## config.mk

```make
export PLATFORM = sky130hd
export DESIGN_NAME = etapa_escritura
export DESIGN_NICKNAME = d
export VERILOG_FILES = /design/src/rtl/mips_pkg.sv /design/src/rtl/etapa_escritura.sv
export SDC_FILE = /design/constraint.sdc
export NUM_CORES = 1
export LEC_CHECK = 0
export CORE_MARGIN = 3
export CORE_UTILIZATION = 44
export DETAILED_ROUTE_END_ITERATION = 12
export DONT_BUFFER_PORTS = 1
export SYNTH_ARGS = -nofsm -noshare
export SYNTH_HDL_FRONTEND = slang
export SYNTH_SLANG_ARGS = --single-unit
```

## constraint.sdc

```tcl
create_clock -name clk -period 2.5 [get_ports clk]
set_input_delay 0.5 -clock clk [delete_from_list [all_inputs] [get_ports clk]]
set_output_delay 0.5 -clock clk [all_outputs]
set_load 0.02 [all_outputs]
```

## src/rtl/mips_pkg.sv

```systemverilog
// Shared definitions for the MIPS pipeline: datapath defaults and write-back FSM encoding.
package mips_pkg;

    localparam int DEF_DATA_W = 32;
    localparam int DEF_REG_AW = 5;

    typedef enum logic [1:0] {
        IDLE     = 2'd0,
        WAIT_MEM = 2'd1,
        WRITE    = 2'd2
    } wb_state_e;

endpackage

```

## src/rtl/etapa_escritura.sv

```systemverilog
// Write-back stage: retires ALU results directly and waits (bounded) for load data
// before strobing the register bank.
module etapa_escritura
    import mips_pkg::*;
#(
    parameter int DATA_W  = DEF_DATA_W,
    parameter int REG_AW  = DEF_REG_AW,
    parameter int TIMEOUT = 16
) (
    input  logic              clk,
    input  logic              rst_n,
    input  logic              in_valid,
    output logic              in_ready,
    input  logic [DATA_W-1:0] in_alu_result,
    input  logic [REG_AW-1:0] in_dest,
    input  logic              in_regwrite,
    input  logic              in_memtoreg,
    input  logic [DATA_W-1:0] mem_rdata,
    input  logic              mem_rvalid,
    input  logic              flush,
    output logic [REG_AW-1:0] WriteReg,
    output logic [DATA_W-1:0] WriteData,
    output logic              Regwrite,
    output logic              timeout_err,
    output logic [15:0]       retire_count
);

    localparam int TW = (TIMEOUT > 2) ? $clog2(TIMEOUT) : 1;
    localparam logic [TW-1:0] TMR_LAST = TW'(TIMEOUT - 1);

    wb_state_e         state_q, state_d;
    logic [TW-1:0]     timer_q, timer_d;
    logic [REG_AW-1:0] dest_q, dest_d;
    logic              rw_q, rw_d;
    logic [REG_AW-1:0] wreg_q, wreg_d;
    logic [DATA_W-1:0] wdata_q, wdata_d;
    logic              wen_q, wen_d;
    logic              to_q, to_d;
    logic [15:0]       cnt_q, cnt_d;
    logic              accept;

    assign in_ready = (state_q != WAIT_MEM) && !flush;
    assign accept   = in_valid && in_ready;

    always_comb begin
        state_d = state_q;
        timer_d = timer_q;
        dest_d  = dest_q;
        rw_d    = rw_q;
        wreg_d  = wreg_q;
        wdata_d = wdata_q;
        wen_d   = 1'b0;
        to_d    = 1'b0;
        case (state_q)
            WAIT_MEM: begin
                // flush beats a same-cycle response; a response beats expiry
                if (flush) begin
                    state_d = IDLE;
                end else if (mem_rvalid) begin
                    state_d = WRITE;
                    if (rw_q && dest_q != '0) begin
                        wen_d   = 1'b1;
                        wreg_d  = dest_q;
                        wdata_d = mem_rdata;
                    end
                end else if (timer_q == TMR_LAST) begin
                    state_d = IDLE;
                    to_d    = 1'b1;
                end else begin
                    timer_d = timer_q + 1'b1;
                end
            end
            default: begin
                if (accept) begin
                    dest_d = in_dest;
                    rw_d   = in_regwrite;
                    if (in_memtoreg) begin
                        state_d = WAIT_MEM;
                        timer_d = '0;
                    end else begin
                        state_d = WRITE;
                        if (in_regwrite && in_dest != '0) begin
                            wen_d   = 1'b1;
                            wreg_d  = in_dest;
                            wdata_d = in_alu_result;
                        end
                    end
                end else begin
                    state_d = IDLE;
                end
            end
        endcase
        cnt_d = cnt_q + 16'(wen_d);
    end

    always_ff @(posedge clk or negedge rst_n) begin
        if (!rst_n) begin
            state_q <= IDLE;
            timer_q <= '0;
            dest_q  <= '0;
            rw_q    <= 1'b0;
            wreg_q  <= '0;
            wdata_q <= '0;
            wen_q   <= 1'b0;
            to_q    <= 1'b0;
            cnt_q   <= '0;
        end else begin
            state_q <= state_d;
            timer_q <= timer_d;
            dest_q  <= dest_d;
            rw_q    <= rw_d;
            wreg_q  <= wreg_d;
            wdata_q <= wdata_d;
            wen_q   <= wen_d;
            to_q    <= to_d;
            cnt_q   <= cnt_d;
        end
    end

    assign WriteReg     = wreg_q;
    assign WriteData    = wdata_q;
    assign Regwrite     = wen_q;
    assign timeout_err  = to_q;
    assign retire_count = cnt_q;

endmodule
```

==> results of run 1 <==
-- how the worst max path moves through the flow --
stage | start | end | cells past startpoint | slack, ns
2_1_floorplan | in_valid | retire_count[15] | 10 | 0.04
3_3_place_gp | flush | retire_count[15] | 8 | 0.15
3_5_place_dp | flush | retire_count[15] | 8 | 0.13
4_1_cts | state_q[1] | retire_count[15] | 8 | 0.19
5_1_grt | state_q[1] | retire_count[12] | 8 | 0.09
6_report | state_q[1] | retire_count[14] | 8 | 0.24
-- logic make-up after synthesis --
logic type,after synthesis
compound gates,10
buf+inv,14
simple gates,176
mux,37
flops,67
xor+xnor,14
fa+ha+maj,4
-- registers in the layout, summed over array words and instances, names as in the netlist --
signal / count
Regwrite: 1
WriteData: 32
WriteReg: 5
dest_q: 5
retire_count: 16
rw_q: 1
state_q: 2
timeout_err: 1
timer_q: 4
-- routing by layer --
layer	GRT usage	vias up	part of all wire
li1	-	1062	-
met2	0.261	86	0.46
met4	0.0780	0	0.014
met1	0.201	1044	0.43
met5	0	-	0
met3	0.0623	6	0.089
-- layout make-up --
| cell class | count | share of cell area |
|---|---|---|
| clock buffers | 9 | 0.0344 |
| clock inverters | 7 | 0.0323 |
| multi-input cells | 241 | 0.418 |
| flip-flops and latches | 67 | 0.466 |
| well taps | 96 | 0.0334 |
| repair buffers | 5 | 0.0160 |
-- synth_stat cells, types with 3 or more instances --
cell / count
nand2_1: 140
xor2_1: 5
nand3_1: 9
clkbuf_1: 7
buf_6: 3
mux2_2: 18
nor3_1: 4
ha_1: 4
nor2_1: 3
mux2_4: 19
dfrtp_1: 67
xnor2_1: 9
nand4_1: 6
-- power by group through the flow --
stage / combinational (mW) / sequential, mW / clock [mW]
final: 0.422 / 1.82 / 1.08
after global routing: 0.477 / 1.86 / 1.17
after CTS: 0.431 / 1.83 / 1.11
after detailed placement: 0.401 / 1.85 / 0
after global placement: 0.391 / 1.85 / 0
after floorplan: 0.356 / 1.78 / 0
-- what timing repair did --
| action | CTS | global route |
|---|---|---|
| endpoints found under the hold margin | 67 | 0 |
| endpoints found under the setup margin | 0 | 1 |
| gates resized for setup | 0 | 1 |
| hold buffers | 1 | 0 |
-- cells in the final DEF, fill, tap and decap left out, types with 2 or more instances in the layout --
cell | netlist | final
mux2_2 | 18 | 18
or3_1 | 2 | 2
ha_1 | 4 | 4
and3_1 | 2 | 2
clkbuf_8 | 0 | 9
and2_1 | 2 | 2
or4_1 | 2 | 2
o21ai_0 | 2 | 2
bufinv_16 | 0 | 3
nor2_1 | 3 | 3
mux2_4 | 19 | 19
clkinv_2 | 0 | 2
nor3_1 | 4 | 3
buf_4 | 0 | 4
nand3_1 | 9 | 9
xor2_1 | 5 | 5
dfrtp_1 | 67 | 67
xnor2_1 | 9 | 9
o2bb2ai_1 | 2 | 2
nand2_1 | 140 | 140
nand4_1 | 6 | 6
-- stage by stage --
stage | setup slack (ns) | util | instance area, µm²
finish | 0.241 | 0.518 | 3600
global route | 0.0872 | 0.518 | 3600
CTS | 0.189 | 0.517 | 3590
detailed placement | 0.125 | 0.479 | 3330
global placement | 0.151 | 0.479 | 3330
floorplan | 0.0448 | - | 3230
==> results.toml, run 1 <==
[outcome]
status = "complete, no violations"

[floorplanning]
ios = 132
die_w_um = 91.7
coreArea_um2 = 6940
start_util = 0.466
rows = 30
die_area_um2 = 8420
die_h_um = 91.7

[timing]
post-route-min-period_ns = 2.26
final.setup.tns_ns = 0
worst_slew_pin_slew_ns = 0.607
fmax_ghz = 0.443
finalHoldWorstSlack_ns = 0.0349
fin_skew_ns = 0.0110
slew_headroom = 0.595
period_share = 0.903
finalHoldViolCount = 0
rsz0062_at_grt = "no"
final_max_slew_viol_count = 0
finalSetupViolations = 0

[yosys]
synthArstFlopShare = 1.00
synth_top_cell_by_area = "dfrtp_1"
synth_area_um2 = 3230
netlist.area_leader.share = 0.518
syn_nets = 402
avgSynthCellArea_um2 = 10.0
dominantRegCellSynth = "dfrtp_1"
ys_ff_latch = 67
synth_xor_area_frac = 0.0379
synth_top_family_by_area = "simple AND/OR/NAND/NOR gates"
synth_warnings = 0
ys_types = 33
yosys.area_share.adder = 0.0155
synthTopCellsByArea = "dfrtp_1, nand2_1, mux2_4"
ys_seq_area_frac = 0.518
synth_compound_area_frac = 0.0251
postSynthCellCount = 322
muxShareOfSynthArea = 0.151
synth-simple-area-share = 0.228
synth_edf_count = 0

[clock_network]
htree_levels = 3
cts_tree = "built"
cts.clk_slew.worst_paths_ns = 0.08
post-cts-setup-buffers = 0
root_buffer = "clkbuf_8"
cts_buffers = 9
clockBufferDepth = 2
numClockSinks = 67
worstSkewPairLatency_ns = 0.34

[worst_setup_path]
r2r_end = "retire_count[14]"
worst-setup-path-type = "reg -> reg"
cp_cell_sequence = "nor4bb_1 -> o211ai_2 -> o31ai_4 -> ha_1 -> ha_1 -> nand2_1 -> nor3_1 -> xor2_1"
rrSetupSlack_ns = 0.24
crit_family = "simple AND/OR/NAND/NOR gates"
path_common_cell = "ha_1"
cp_slowest_cell = "nor4bb_1"
slowest_delay_ns = 0.44
r2r_start = "state_q[1]"
arrival_ns = 2.52
path_buf_inv = 0
crit_path_max_fanout = 6
worstPathRequired_ns = 2.77
reg2regPathDepth = 8
start_kind = "flip-flop"
end_kind = "flip-flop"

[place]
numPortBuffers = 0
place_congestion = 0.790
hpwl_mm = 4.60
dp_cells = 408

[global_route]
grt_pass1_vias = 2102
grt_pass1_wl_mm = 10.9
grt_use_total = 0.166
globalRouteOverflowTotal = 0
grt_max_degree = 68
antenna_found_initial = 0

[finish]
nets = 404
multiInputGateArea_um2 = 1500
instances_no_fill = 425
diodes = 0
regArea_um2 = 1680
syn2layout_area_growth_pct = 11.3
fillers = 635
drive_gt1_frac = 0.191

[power_and_ir_drop]
intPower_mw = 2.25
powerDensity_nw_per_um2 = 923
clock_power_share = 0.325
power_switching_mw = 1.07
ir_drop_mv = 0.437
p_total_mw = 3.32
switching_share = 0.323
seqPwrFrac = 0.548
power_frac_comb = 0.127
leakagePower_nw = 1.76

[route]
route.antenna.remaining_nets = 0
drt-total-wl_mm = 6.83
drtPass1Iterations = 4
wl_per_cell_um = 16.1
viasPerCell = 5.17
drcViolationCount = 0
vias = 2198
drtIter0Drc = 86

[min_path]
hold_path.class = "in -> async"

[job]
max-cap-violations = 0
No activity file was read; power rests on OpenSTA's default activity.
==> run 2: changes to the inputs <==
Settings changed: PLACE_DENSITY_LB_ADDON from default to 0.25.
==> results.toml, run 2 (same netlist as run 1, synthesis figures left out) <==
[finish]
layout_commonest_cell = "nand2_1"
multiInputGateArea_um2 = 1500
syn2layout_area_growth_pct = 9.67
diodes = 0
drive_gt1_frac = 0.182
largest_reg_flops = 32
nets = 404
final_cell_mix = "nand2_1, dfrtp_1, mux2_4"
fillers = 637
regArea_um2 = 1680

[worst_setup_path]
crit_family = "simple AND/OR/NAND/NOR gates"
worstPathRequired_ns = 2.72
cp_slowest_cell = "dfrtp_1"
rrSetupSlack_ns = 0.24
crit_path_max_fanout = 6
path_buf_inv = 0
slowest_delay_ns = 0.43
r2r_start = "state_q[1]"
cp_cell_sequence = "nor4bb_2 -> o211ai_2 -> o31ai_4 -> ha_1 -> nand2_1 -> nor3_1 -> nand4_1 -> xnor2_1"
cp_num_cells = 8
reg2regPathDepth = 8
r2r_end = "retire_count[15]"
worst-setup-path-type = "reg -> reg"
arrival_ns = 2.47
end_kind = "flip-flop"
start_kind = "flip-flop"

[clock_network]
numClockSinks = 67
cts_buffers = 9
cts_tree = "built"
worstSkewPairLatency_ns = 0.34
htree_levels = 3
cts.clk_slew.worst_paths_ns = 0.07
clockBufferDepth = 2
root_buffer = "clkbuf_8"

[global_route]
grt_pass1_vias = 2259
globalRouteOverflowTotal = 0
grt_max_degree = 68
antenna_found_initial = 0
grt_use_total = 0.169
grt_pass1_wl_mm = 11.3

[floorplanning]
ios = 132
die_h_um = 91.7
die_area_um2 = 8420
coreArea_um2 = 6940
start_util = 0.466
die_w_um = 91.7
rows = 30

[timing]
fmax_ghz = 0.443
period_share = 0.902
slew_headroom = 0.604
fin_skew_ns = 0.0119
final.setup.tns_ns = 0
rsz0062_at_grt = "no"
post-route-min-period_ns = 2.26
final_max_slew_viol_count = 0
finalHoldViolCount = 0
finalSetupViolations = 0
worst_slew_pin_slew_ns = 0.594

[place]
hpwl_mm = 4.75
numPortBuffers = 0
place_congestion = 0.806

[route]
route.antenna.remaining_nets = 0
wl_per_cell_um = 16.2
vias = 2238
drcViolationCount = 0
drtIter0Drc = 79
drt-total-wl_mm = 6.88
viasPerCell = 5.27
drtPass1Iterations = 4

[power_and_ir_drop]
p_total_mw = 3.14
ir_drop_mv = 0.412
powerDensity_nw_per_um2 = 884
leakagePower_nw = 1.73

[job]
max-cap-violations = 0

[outcome]
status = "complete, no violations"

[min_path]
hold_path.class = "in -> async"
==> run 2: layout make-up <==
| type | instances | share of cell area |
|---|---|---|
| clock inverter | 4 | 0.0141 |
| clock buffer | 12 | 0.0409 |
| tap | 96 | 0.0339 |
| multi-input combinational | 241 | 0.422 |
| sequential | 67 | 0.473 |
| timing repair buffer | 5 | 0.0162 |
==> run 2: how the worst max path moves through the flow <==
stage / start / endpoint
2_1_floorplan: in_valid / retire_count[15]
3_3_place_gp: flush / retire_count[15]
3_5_place_dp: flush / retire_count[15]
4_1_cts: state_q[1] / retire_count[15]
5_1_grt: state_q[1] / retire_count[15]
6_report: state_q[1] / retire_count[15]
==> run 2: per-layer routing <==
| layer | vias to the layer above | GRT usage | wire, µm |
|---|---|---|---|
| li1 | 1057 | - | - |
| met1 | 1068 | 0.202 | 2890 |
| met5 | - | 0 | 0 |
| met3 | 13 | 0.0648 | 640 |
| met2 | 100 | 0.268 | 3190 |
| met4 | 0 | 0.0817 | 161 |
==> run 2: where the power goes <==
| group | internal, mW | switching, mW | total (mW) |
|---|---|---|---|
| combinational | 0.262 | 0.163 | 0.426 |
| sequential | 1.33 | 0.496 | 1.82 |
| clock | 0.487 | 0.400 | 0.888 |
| total | 2.08 | 1.06 | 3.14 |
==> run 2: timing repair <==
item / 4_1_cts / 5_1_grt
setup buffers: 0 / 0
hold endpoints to repair: 67 / 0
resized for setup: 0 / 1
hold buffers: 1 / 0
setup endpoints to repair: 0 / 3
==> run 2: through the flow <==
stage | setup slack (ns) | cell area (µm²) | hold WS [ns] | utilization | std cells
finish | 0.244 | 3550 | 0.0387 | 0.511 | 425
global route | 0.0123 | 3550 | 0.0474 | 0.511 | 425
CTS | 0.132 | 3540 | 0.0356 | 0.510 | 425
detailed placement | 0.0905 | 3320 | 0.206 | 0.478 | 408
global placement | 0.174 | 3320 | 0.206 | 0.478 | 408
floorplan | 0.0448 | 3230 | 0.204 | - | 322
